**config.mk**
```make
export PLATFORM = sky130hd
export DESIGN_NAME = core_interface_arbiter
export DESIGN_NICKNAME = d
export VERILOG_FILES = /design/src/rtl/core_interface_arbiter.sv
export SDC_FILE = /design/constraint.sdc
export NUM_CORES = 1
export LEC_CHECK = 0
export BUFFER_PORTS_ARGS = -buffer_cell sky130_fd_sc_hd__buf_2
export CAP_MARGIN = 20
export CORE_ASPECT_RATIO = 1.4
export CORE_UTILIZATION = 45
export DETAILED_ROUTE_END_ITERATION = 8
export GPL_ROUTABILITY_DRIVEN = 0
export PLACE_DENSITY = 0.8
export SYNTH_ARGS = -nofsm -noshare
export SYNTH_HDL_FRONTEND = slang
export SYNTH_SLANG_ARGS = --single-unit
```
**constraint.sdc**
```tcl
create_clock -name clk_i -period 2.8 [get_ports clk_i]
set_clock_uncertainty 0.05 [all_clocks]
set_input_delay 0.14 -clock clk_i [delete_from_list [all_inputs] [get_ports clk_i]]
set_output_delay 0.14 -clock clk_i [all_outputs]
set_load 0.1 [all_outputs]
```
**src/rtl/core_interface_arbiter.sv**
```systemverilog
// core_interface_arbiter
// Shares one core_interface instance between NUM_REQ requesters. A round-robin
// pick in IDLE accepts one request. The request is driven onto the core bus for
// a single ISSUE cycle. The block then waits RESULT_LATENCY cycles, captures
// core_result_i and pulses rsp_valid_o to the owning requester.
// Optional feature: define CORE_ARB_PRIORITY_EN to give requester 0 strict
// priority. The other requesters stay round-robin among themselves.
module core_interface_arbiter #(
    parameter int          NUM_REQ        = 2,
    parameter int          RESULT_LATENCY = 2,
    parameter logic [7:0]  NOP_INSTR      = 8'h00
) (
    input  logic                    clk_i,
    input  logic                    rst_ni,
    input  logic [NUM_REQ-1:0]      req_valid_i,
    output logic [NUM_REQ-1:0]      req_ready_o,
    input  logic [NUM_REQ*8-1:0]    req_instruction_i,
    input  logic [NUM_REQ*24-1:0]   req_address_i,
    input  logic [NUM_REQ*32-1:0]   req_value_i,
    output logic [NUM_REQ-1:0]      rsp_valid_o,
    output logic [31:0]             rsp_data_o,
    output logic [NUM_REQ-1:0]      grant_o,
    output logic                    busy_o,
    output logic [7:0]              core_instruction_o,
    output logic [23:0]             core_address_o,
    output logic [31:0]             core_value_o,
    input  logic [31:0]             core_result_i
);

    localparam int IDX_W = (NUM_REQ > 1) ? $clog2(NUM_REQ) : 1;
    localparam int CNT_W = (RESULT_LATENCY > 1) ? $clog2(RESULT_LATENCY) : 1;

    typedef enum logic [1:0] {
        IDLE    = 2'd0,
        ISSUE   = 2'd1,
        WAIT    = 2'd2,
        RESPOND = 2'd3
    } state_t;

    state_t              state_q;
    state_t              state_d;
    logic [IDX_W-1:0]    rr_ptr_q;
    logic [NUM_REQ-1:0]  grant_q;
    logic [CNT_W-1:0]    wait_cnt_q;
    logic [7:0]          instr_q;
    logic [23:0]         addr_q;
    logic [31:0]         value_q;
    logic [31:0]         rsp_data_q;

    logic                pick_found;
    logic [IDX_W-1:0]    pick_idx;
    logic [IDX_W-1:0]    probe_idx;
    logic [NUM_REQ-1:0]  pick_onehot;
    logic                accept;

    // Round-robin search over the valid requests, starting at the rr pointer
    always_comb begin
        pick_found = 1'b0;
        pick_idx   = '0;
        probe_idx  = '0;
        for (int i = 0; i < NUM_REQ; i++) begin
            probe_idx = IDX_W'((int'(rr_ptr_q) + i) % NUM_REQ);
`ifdef CORE_ARB_PRIORITY_EN
            if (!pick_found && (probe_idx != '0) && req_valid_i[probe_idx]) begin
`else
            if (!pick_found && req_valid_i[probe_idx]) begin
`endif
                pick_found = 1'b1;
                pick_idx   = probe_idx;
            end
        end
`ifdef CORE_ARB_PRIORITY_EN
        if (req_valid_i[0]) begin
            pick_found = 1'b1;
            pick_idx   = '0;
        end
`endif
        pick_onehot = NUM_REQ'(1) << pick_idx;
    end

    // Next-state logic and all externally visible handshake/bus outputs
    always_comb begin
        state_d            = state_q;
        accept             = 1'b0;
        req_ready_o        = '0;
        rsp_valid_o        = '0;
        grant_o            = '0;
        busy_o             = 1'b1;
        core_instruction_o = NOP_INSTR;
        core_address_o     = '0;
        core_value_o       = '0;
        case (state_q)
            IDLE: begin
                busy_o = 1'b0;
                if (pick_found) begin
                    req_ready_o = pick_onehot;
                    accept      = 1'b1;
                    state_d     = ISSUE;
                end
            end
            ISSUE: begin
                grant_o            = grant_q;
                core_instruction_o = instr_q;
                core_address_o     = addr_q;
                core_value_o       = value_q;
                state_d            = WAIT;
            end
            WAIT: begin
                grant_o = grant_q;
                if (wait_cnt_q == '0) begin
                    state_d = RESPOND;
                end
            end
            RESPOND: begin
                grant_o     = grant_q;
                rsp_valid_o = grant_q;
                state_d     = IDLE;
            end
            default: begin
                state_d = IDLE;
            end
        endcase
    end

    // State register; an asserted reset drops any in-flight transaction
    always_ff @(posedge clk_i or negedge rst_ni) begin
        if (!rst_ni) begin
            state_q <= IDLE;
        end else begin
            state_q <= state_d;
        end
    end

    // Latches the accepted request, advances the pointer, and runs the latency counter and result capture
    always_ff @(posedge clk_i or negedge rst_ni) begin
        if (!rst_ni) begin
            rr_ptr_q   <= '0;
            grant_q    <= '0;
            wait_cnt_q <= '0;
            instr_q    <= '0;
            addr_q     <= '0;
            value_q    <= '0;
            rsp_data_q <= '0;
        end else begin
            if (accept) begin
                instr_q <= req_instruction_i[pick_idx*8 +: 8];
                addr_q  <= req_address_i[pick_idx*24 +: 24];
                value_q <= req_value_i[pick_idx*32 +: 32];
                grant_q <= pick_onehot;
`ifdef CORE_ARB_PRIORITY_EN
                if (pick_idx != '0) begin
                    rr_ptr_q <= IDX_W'((int'(pick_idx) + 1) % NUM_REQ);
                end
`else
                rr_ptr_q <= IDX_W'((int'(pick_idx) + 1) % NUM_REQ);
`endif
            end
            if (state_q == ISSUE) begin
                wait_cnt_q <= CNT_W'(RESULT_LATENCY - 1);
            end else if (state_q == WAIT) begin
                if (wait_cnt_q != '0) begin
                    wait_cnt_q <= wait_cnt_q - 1'b1;
                end else begin
                    rsp_data_q <= core_result_i;
                end
            end
        end
    end

    assign rsp_data_o = rsp_data_q;

endmodule

```
==> metrics list <==
- Die ar.: around 11000 sq um
- Clock-pin slew was measured on the worst setup and hold paths at roughly 0.07 ns.
- Relative to the synthesized area, the layout overhead comes to 53.4%.
* Arr. time, crit path: ~2.5 ns
* Routed wire length per instance: between 15 and 20 um
- The die is just over 90 um wide.
- Initial DRC Count: approximately 220
- Summed instance area of the synthesized netlist: 4940 sq um
- The later pin in the worst-skew pair is clocked with a latency of 0.34 ns.
- Most common library cells after synthesis: 101 x sky130_fd_sc_hd__dfrtp_1, 84 x sky130_fd_sc_hd__and2_1, 38 x sky130_fd_sc_hd__nor2_1
* Leading post-synthesis cells by cell area: sky130_fd_sc_hd__dfrtp_1 51%, sky130_fd_sc_hd__and2_1 11%, sky130_fd_sc_hd__a221o_1 5.9%
* Worst Hold Class: input pin to flip-flop
- Worst-path fanout max: 37
* Synthesized flop and latch total: about 100
* Most frequent cell after synthesis: sky130_fd_sc_hd__dfrtp_1
* Area fraction of the dominant cell type after synthesis: 0.511
- In this run the standard cell core region covers about 11000 sq um.
- Outcome: complete, no violations
* Wire length after detailed routing: 16600 um
- Number of hold-slack violations in the final timing report: 0
- For the finished layout, the period the worst path requires is 2.64 ns.
* Cells after Synth: roughly 460
- The number of nets in the synthesized netlist is approximately 630.
- For this run, the post-layout net count is 974.
* Initial antenna violation count: 2
- Setup repair after global routing left no endpoint under its margin.
* Number of buffers added by the clock tree synthesis step: 9
- Count of unique library cells instantiated by Yosys: 28
- The initial utilization of the core area, before any placement, comes to 0.470.
- The die is 126 um tall.
* Vias per cell: ~5.4
- Via count of the routed design: between 5000 and 6000
- TritonCTS built the clock tree.
* Number of global-route vias before repair: 5256
- STA classifies the critical path endpoint as an output port.
- Launching element type of the critical path: flip-flop
- Htree depth: 3
- The initialized floorplan defines between 40 and 50 standard-cell rows.
* DRC violations left: 0
- The longest clock path from root to sink contains 2 buffers.
* Primary flip-flop cell chosen by synthesis mapping: sky130_fd_sc_hd__dfrtp_1
- Of the cells placed in the final design, the portion with a size suffix greater than 1 is 0.396.
- Setup Crit Path Kind: flip-flop to output port
* Share of flip-flops with an asynchronous set or reset after synthesis: 1.00
- Entering global routing, the biggest net connects between 50 and 60 pins.
- Dividing the synthesized area by the synthesized cell count gives ~11 sq um.
* Number of buffer cells added on primary ports: roughly 270
* Max Clk Rate: about 380 MHz
* Number of iterations in the first detailed-routing pass: 5
- Cell type with the largest total area after synthesis: sky130_fd_sc_hd__dfrtp_1
* Share of synthesized area occupied by flip-flops and latches: 0.511
- Number of gates resized after CTS: 0
- Final count of negative-setup-slack endpoints: 0
- Ports: 267
- Clock root buffer: sky130_fd_sc_hd__clkbuf_16
- Final count of pins violating max slew: 0
- The clock drives 101 sinks.
- At the pin with the least slew margin, the transition time is ~0.86 ns.
- Tightest slew margin relative to the limit: 0.427
- Hpwl dp: 10200 um
* First-pass GRT wire length: between 20000 and 30000 um
- CP required: 2.61 ns
- Number of enable-type register cells in the synthesized netlist: 0
- Once detail routing completed, the nets flagged for antenna violations numbered 0.
- Sum Neg Setup Slack: 0 ns
- Final cycle utilization of the critical path: 0.942
- Global-route congestion overflow total: 0
- Synth Warn #: 0
- Across every metal layer, demand over resource in global routing totals 0.290.
- Across the run, the number of max-cap violations was 0.
## cell type report
type | instances | area [sq um]
fillers | 759 | 2930
flip-flops and latches | 101 | 2530
repair buffers | 372 | 2410
multi-input cells | 318 | 2160
clock buffers | 9 | 225
well taps | 138 | 173
clock inverters | 7 | 65.1
inverters | 4 | 15.0
diodes | 2 | 5.00
## logic make-up after synthesis
kind of cell | share of synthesized area
fa+ha+maj | 0.0101
flops | 0.511
simple gates | 0.161
compound gates | 0.184
mux | 0.0775
buf+inv | 0.0567
## final timing paths
| kind | endpoint | from | slack (ns) | cells after the start |
|---|---|---|---|---|
| setup / recovery | core_address_o[9] | state_q[1] | 0.16 | 5 |
| max in group asynchronous | addr_q[21] | rst_ni | 1.67 | 3 |
| hold reg to reg | rsp_data_o[30] | rsp_data_o[30] | 0.44 | 1 |
| hold / removal | value_q[15] | req_value_i[15] | 0.005 | 3 |
| setup reg to reg | addr_q[16] | state_q[1] | 0.19 | 7 |
| min in group asynchronous | value_q[23] | rst_ni | 0.30 | 2 |
## placed cells by master (no fill, tap or decap), drive strengths merged, types with 29 or more instances in the layout
master / count
buf: 277
dfrtp: 101
dlygate4sd3: 95
and2: 95
nor2: 38
o21ai: 37
a21oi: 36
a31oi: 35
mux2: 34
a221o: 29
## registers in the layout (all words and copies together), names as in the netlist
register / flops
addr_q: 24
state_q: 2
instr_q: 8
grant_q: 2
rsp_data_o: 32
value_q: 32
wait_cnt_q: 1
## stage by stage
step / utilization / cell area, sq um / setup WS [ns] / instances / hold WS, ns
2_1_floorplan: - / 4940 / 0.609 / 464 / -0.206
3_3_place_gp: 0.602 / 6330 / 0.710 / 837 / 0.139
3_5_place_dp: 0.602 / 6330 / 0.578 / 837 / 0.156
4_1_cts: 0.720 / 7570 / 0.195 / 948 / 0.000220
5_1_grt: 0.721 / 7580 / 0.0232 / 951 / 0.00112
6_report: 0.721 / 7580 / 0.162 / 951 / 0.00524
## critical path, stage by stage, from the launching register on
cell                      delay, ns
sky130_fd_sc_hd__dfrtp_1       0.42
sky130_fd_sc_hd__inv_1         0.10
sky130_fd_sc_hd__ha_2          0.60
sky130_fd_sc_hd__buf_4         0.36
sky130_fd_sc_hd__and2_1        0.18
sky130_fd_sc_hd__buf_2         0.43
## timing repair
item / 4_1_cts / 5_1_grt
setup endpoints to repair: 0 / 1
hold buffers: 95 / 0
endpoints found under the hold margin: 121 / 0
buffers inserted: 0 / 0
## metal layers
metal / share of wire / GRT usage / vias up
met5: 0 / 0 / -
met2: 0.52 / 0.520 / 320
met4: 0.047 / 0.162 / 0
li1: - / - / 2334
met3: 0.072 / 0.0501 / 63
met1: 0.36 / 0.321 / 2413
Power is left out: the tool's default activity adds up to more than one toggle a clock period on the data nets, which glitch-free logic cannot reach.
